## config.mk

```make
export PLATFORM = sky130hd
export DESIGN_NAME = mem_arbiter
export DESIGN_NICKNAME = d
export VERILOG_FILES = /design/src/rtl/cpu_types_pkg.sv /design/src/rtl/mem_arbiter.sv
export SDC_FILE = /design/constraint.sdc
export NUM_CORES = 1
export LEC_CHECK = 0
export ABC_AREA = 1
export ABC_CLOCK_PERIOD_IN_PS = 3200
export CAP_MARGIN = 20
export CORE_AREA = 2 2 103 105
export DETAILED_ROUTE_END_ITERATION = 8
export DIE_AREA = 0 0 105 107
export REMOVE_ABC_BUFFERS = 1
export SLEW_MARGIN = 15
export SYNTH_ARGS = -nofsm -noshare
export SYNTH_HDL_FRONTEND = slang
export SYNTH_SLANG_ARGS = --single-unit
```

## constraint.sdc

```tcl
create_clock -name CLK -period 3.2 [get_ports CLK]
set_input_delay 0.64 -clock CLK [delete_from_list [all_inputs] [get_ports CLK]]
set_output_delay 0.64 -clock CLK [all_outputs]
set_load 0.02 [all_outputs]
```

## src/rtl/cpu_types_pkg.sv

```systemverilog
// rtl/cpu_types_pkg.sv - shared CPU/memory types for the cache-to-RAM path
package cpu_types_pkg;

    typedef logic [31:0] word_t;

    typedef enum logic [1:0] {
        FREE   = 2'd0,
        BUSY   = 2'd1,
        ACCESS = 2'd2,
        ERROR  = 2'd3
    } ramstate_t;

endpackage

```

## src/rtl/mem_arbiter.sv

```systemverilog
// rtl/mem_arbiter.sv - arbitrates icache/dcache requests onto the single RAM port
// dcache has priority; a saturating streak counter forces icache after MAX_D_STREAK dcache wins.
module mem_arbiter
    import cpu_types_pkg::*;
#(
    parameter int MAX_D_STREAK = 4,
    parameter int SW           = 3
) (
    input  logic      CLK,
    input  logic      RST,
    input  logic      iREN,
    input  word_t     iaddr,
    output logic      iwait,
    output word_t     iload,
    input  logic      dREN,
    input  logic      dWEN,
    input  word_t     daddr,
    input  word_t     dstore,
    output logic      dwait,
    output word_t     dload,
    output logic      ramREN,
    output logic      ramWEN,
    output word_t     ramaddr,
    output word_t     ramstore,
    input  word_t     ramload,
    input  ramstate_t ramstate
);

    typedef enum logic [1:0] {
        IDLE = 2'd0,
        IACC = 2'd1,
        DACC = 2'd2
    } arb_state_t;

    localparam logic [SW-1:0] STREAK_MAX = SW'(MAX_D_STREAK);

    arb_state_t    state, next_state;
    logic [SW-1:0] streak, streak_next;
    logic          d_req;
    logic          force_i;

    assign d_req   = dREN | dWEN;
    assign force_i = iREN & (streak >= STREAK_MAX);

    always_ff @(posedge CLK or posedge RST) begin
        if (RST) begin
            state  <= IDLE;
            streak <= '0;
        end else begin
            state  <= next_state;
            streak <= streak_next;
        end
    end

    always_comb begin
        next_state  = state;
        streak_next = streak;
        unique case (state)
            IDLE: begin
                if (d_req && !force_i)
                    next_state = DACC;
                else if (iREN)
                    next_state = IACC;
            end
            IACC: begin
                if (!iREN) begin
                    next_state = IDLE;
                end else if (ramstate == ACCESS) begin
                    next_state  = IDLE;
                    streak_next = '0;
                end
            end
            DACC: begin
                if (!d_req) begin
                    next_state = IDLE;
                end else if (ramstate == ACCESS) begin
                    next_state = IDLE;
                    // Count dcache wins only while icache is actually starving.
                    if (!iREN)
                        streak_next = '0;
                    else if (streak < STREAK_MAX)
                        streak_next = streak + 1'b1;
                end
            end
            default: next_state = IDLE;
        endcase
    end

    always_comb begin
        iwait    = 1'b1;
        dwait    = 1'b1;
        iload    = '0;
        dload    = '0;
        ramREN   = 1'b0;
        ramWEN   = 1'b0;
        ramaddr  = '0;
        ramstore = '0;
        unique case (state)
            IACC: begin
                if (iREN) begin
                    ramREN  = 1'b1;
                    ramaddr = iaddr;
                    if (ramstate == ACCESS) begin
                        iwait = 1'b0;
                        iload = ramload;
                    end
                end
            end
            DACC: begin
                if (d_req) begin
                    ramWEN   = dWEN;
                    ramREN   = dREN & ~dWEN;
                    ramaddr  = daddr;
                    ramstore = dstore;
                    if (ramstate == ACCESS) begin
                        dwait = 1'b0;
                        dload = dWEN ? '0 : ramload;
                    end
                end
            end
            default: ;
        endcase
    end

endmodule

```

==> impl_metrics.csv, run 1 <==
group,metric,value,unit
drt,vias,2983,
job,maxCapViolCount,0,
synthesis,avgSynthCellArea,4.63,um2
synthesis,synthAdderAreaFrac,0.0379,
global_routing,grt_pass1_vias,2849,
clocking,max-clock-path-buffers,2,
placed_design,place.gp.congestion,0.823,
power_and_ir_drop,power_density,381,nW/um2
timing,setup_viol_count_final,0,
drt,first_pass_iters,4,
drt,routed_wl,9.26,mm
setup_path,cp-start-kind,"primary input",
cells_and_area,area.growth.synth_to_final,178,%
die,num_rows,37,
global_routing,grt.overflow.total,0,
setup_path,rr_worst_depth,9,
setup_path,r2r_slack,1.46,ns
synthesis,synth.area.mux_share,0,
drt,viasPerCell,3.97,
synthesis,yosysSeqAreaShare,0.0758,
clocking,cts.htree.levels,1,
global_routing,grt_use_total,0.150,
power_and_ir_drop,power_leakage,2.29,nW
worst_hold_path,holdCritPathClass,"reg -> reg",
cells_and_area,finish.utilization,0.455,
cells_and_area,final_cell_mix,"clkdlybuf4s50_1 (247), nand2_1 (93), inv_1 (78)",
die,coreArea,10100,um2
drt,drc_errors,0,
clocking,clk_pin_slew,0.03,ns
timing,fmax,322,MHz
timing,slew_headroom,0.715,
setup_path,reg2reg_to,"streak[2]",
setup_path,cp_max_fo,34,
cells_and_area,layout.nets,757,
die,die_h,107,um
synthesis,yosys_register_bits,5,
worst_hold_path,hold_path_depth,2,
cells_and_area,num-fill-cells,1050,
synthesis,yosysTopAreaCell,"nand2_1",
placed_design,io_buffers,266,
timing,tns,0,ns
timing,drv_slew,0,
synthesis,synthXorXnorAreaFrac,0,
setup_path,regToRegStartpoint,"state[0]",
global_routing,grt_pass1_wl,13.9,mm
drt,postRouteAntennaNets,0,
status,status,"complete, no violations",
drt,drtIter0Drc,105,
synthesis,ys_top_cells_by_area,"nand2_1 (21%), inv_1 (18%), nor2_1 (17%)",
die,initial_core_util,0.164,
setup_path,cp-endpoint,"ramaddr[20]",
clocking,cts_tree,"done",
cells_and_area,final_common_cell,"clkdlybuf4s50_1",
setup_path,cp.arrival,2.47,ns
cells_and_area,drive_above_1_share,0.0325,
placed_design,dp_hpwl,7.77,mm
clocking,cts_sinks,5,
synthesis,synth_top_area_frac,0.211,
timing,rsz0062_at_grt,"no",
die,die_x,105,um
die,die-area,11200,um2
timing,skew,0.00161,ns
clocking,cts_made_buffers,3,
synthesis,synth_top_family_by_area,"simple AND/OR/NAND/NOR gates",
timing,finalCritPeriodShare,0.970,
setup_path,path_class,"in -> out",
synthesis,synth_cell_types,20,
cells_and_area,multi_input_area,1100,um2
synthesis,synthesis.instances,357,
synthesis,syn-cell-area,1650,um2
timing,min_period,3.11,ns
drt,avgRoutedWirePerCell,12.3,um
cells_and_area,seq_area,125,um2
synthesis,synth-simple-area-share,0.518,
timing,worst_pin_slew,0.427,ns
clocking,cts_root_buffer,"clkbuf_8",
cells_and_area,num_antenna_cells,0,
global_routing,grt_start_max_net_pins,35,
synthesis,ys_warn_count,0,
clocking,clk_latency,0.22,ns
setup_path,cp-end-kind,"output port",
global_routing,antenna_found_initial,0,
setup_path,worst_ep_required_time,2.56,ns
setup_path,startpoint,"dWEN",
die,io_pins,267,
timing,hold_viol,0,
synthesis,synth-compound-area-share,0.111,
power_and_ir_drop,irDropWorstVdd,230,uV
cell usage after synthesis (all sizes together):
cell	number
o21ai	3
clkbuf	5
a21oi	33
inv	79
nand3	4
buf	17
dfrtp	5
ha	5
or2	1
nand3b	2
nor2	77
nand2	94
nor3	32
kinds of logic (layout without fill, tap and decap cells):
group                      after synthesis  count (layout)
AOI/OAI and AO/OA                       36              36
adders and majority gates                5               5
buffers and inverters                  101             360
DFF                                      5               5
and+or+nand+nor                        210             210
where the power goes:
group / internal, W / switching, W / total, W
registers: 0.0000830 / 0.0000190 / 0.000102
clock network: 0.0000852 / 0.0000279 / 0.000113
logic: 0.000687 / 0.000847 / 0.00153
total: 0.000855 / 0.000894 / 0.00175
through the flow:
| stage | instance area [um2] | power (W) | hold slack [ns] | worst slack, ns | cells |
|---|---|---|---|---|---|
| 2_1_floorplan | 1520 | 0.000842 | 0.419 | 0.462 | 335 |
| 3_3_place_gp | 4500 | 0.00166 | 0.466 | 0.0527 | 748 |
| 3_5_place_dp | 4500 | 0.00166 | 0.492 | 0.0454 | 748 |
| 4_1_cts | 4550 | 0.00178 | 0.500 | 0.0227 | 752 |
| 5_1_grt | 4600 | 0.00189 | 0.537 | 0.00522 | 752 |
| 6_report | 4600 | 0.00175 | 0.501 | 0.0945 | 752 |
metal layers:
metal / GRT usage / wire length (um) / vias up
met4: 0.0276 / 114 / 0
met5: 0 / 0 / -
met1: 0.167 / 3710 / 1264
met2: 0.295 / 4680 / 140
met3: 0.0310 / 756 / 10
li1: - / - / 1569
critical path, cell delays in order:
cell and delay [ns]:
clkdlybuf4s50_1 0.56, nor2_1 0.12, nor2_4 0.11, buf_12 0.18, nand2_1 0.09, a21oi_1 0.12, clkdlybuf4s50_1 0.62
sequential cells by signal (all words and copies together) (netlist names):
name,flops
streak,3
state,2
final cells by class:
class / instances / share of cell area
Clock buffer: 4 / 0.00980
Tap cell: 136 / 0.0370
Inverter: 79 / 0.0651
Sequential cell: 5 / 0.0272
Timing Repair Buffer: 277 / 0.621
Multi-Input combinational cell: 251 / 0.240
how the worst min path moves through the flow:
stage	startpoint	endpoint	slack (ns)
6_report	streak[1]	streak[1]	0.50
3_5_place_dp	streak[1]	streak[1]	0.49
5_1_grt	streak[1]	streak[1]	0.54
4_1_cts	streak[1]	streak[1]	0.50
3_3_place_gp	streak[1]	streak[1]	0.47
2_1_floorplan	RST	state[0]	0.42
what timing repair did:
item,CTS,global route
hold buffers,0,0
endpoints found under the setup margin,0,26
resized for setup,0,20
setup buffers,0,0
No activity file was read; power rests on OpenSTA's default activity.
==> run 2: changes to the inputs <==
Settings changed: SLEW_MARGIN 15 to unset, TNS_END_PERCENT set to 30.
==> results of run 2 <==
No change in the layout: final DEF, timing and power equal those of run 1.
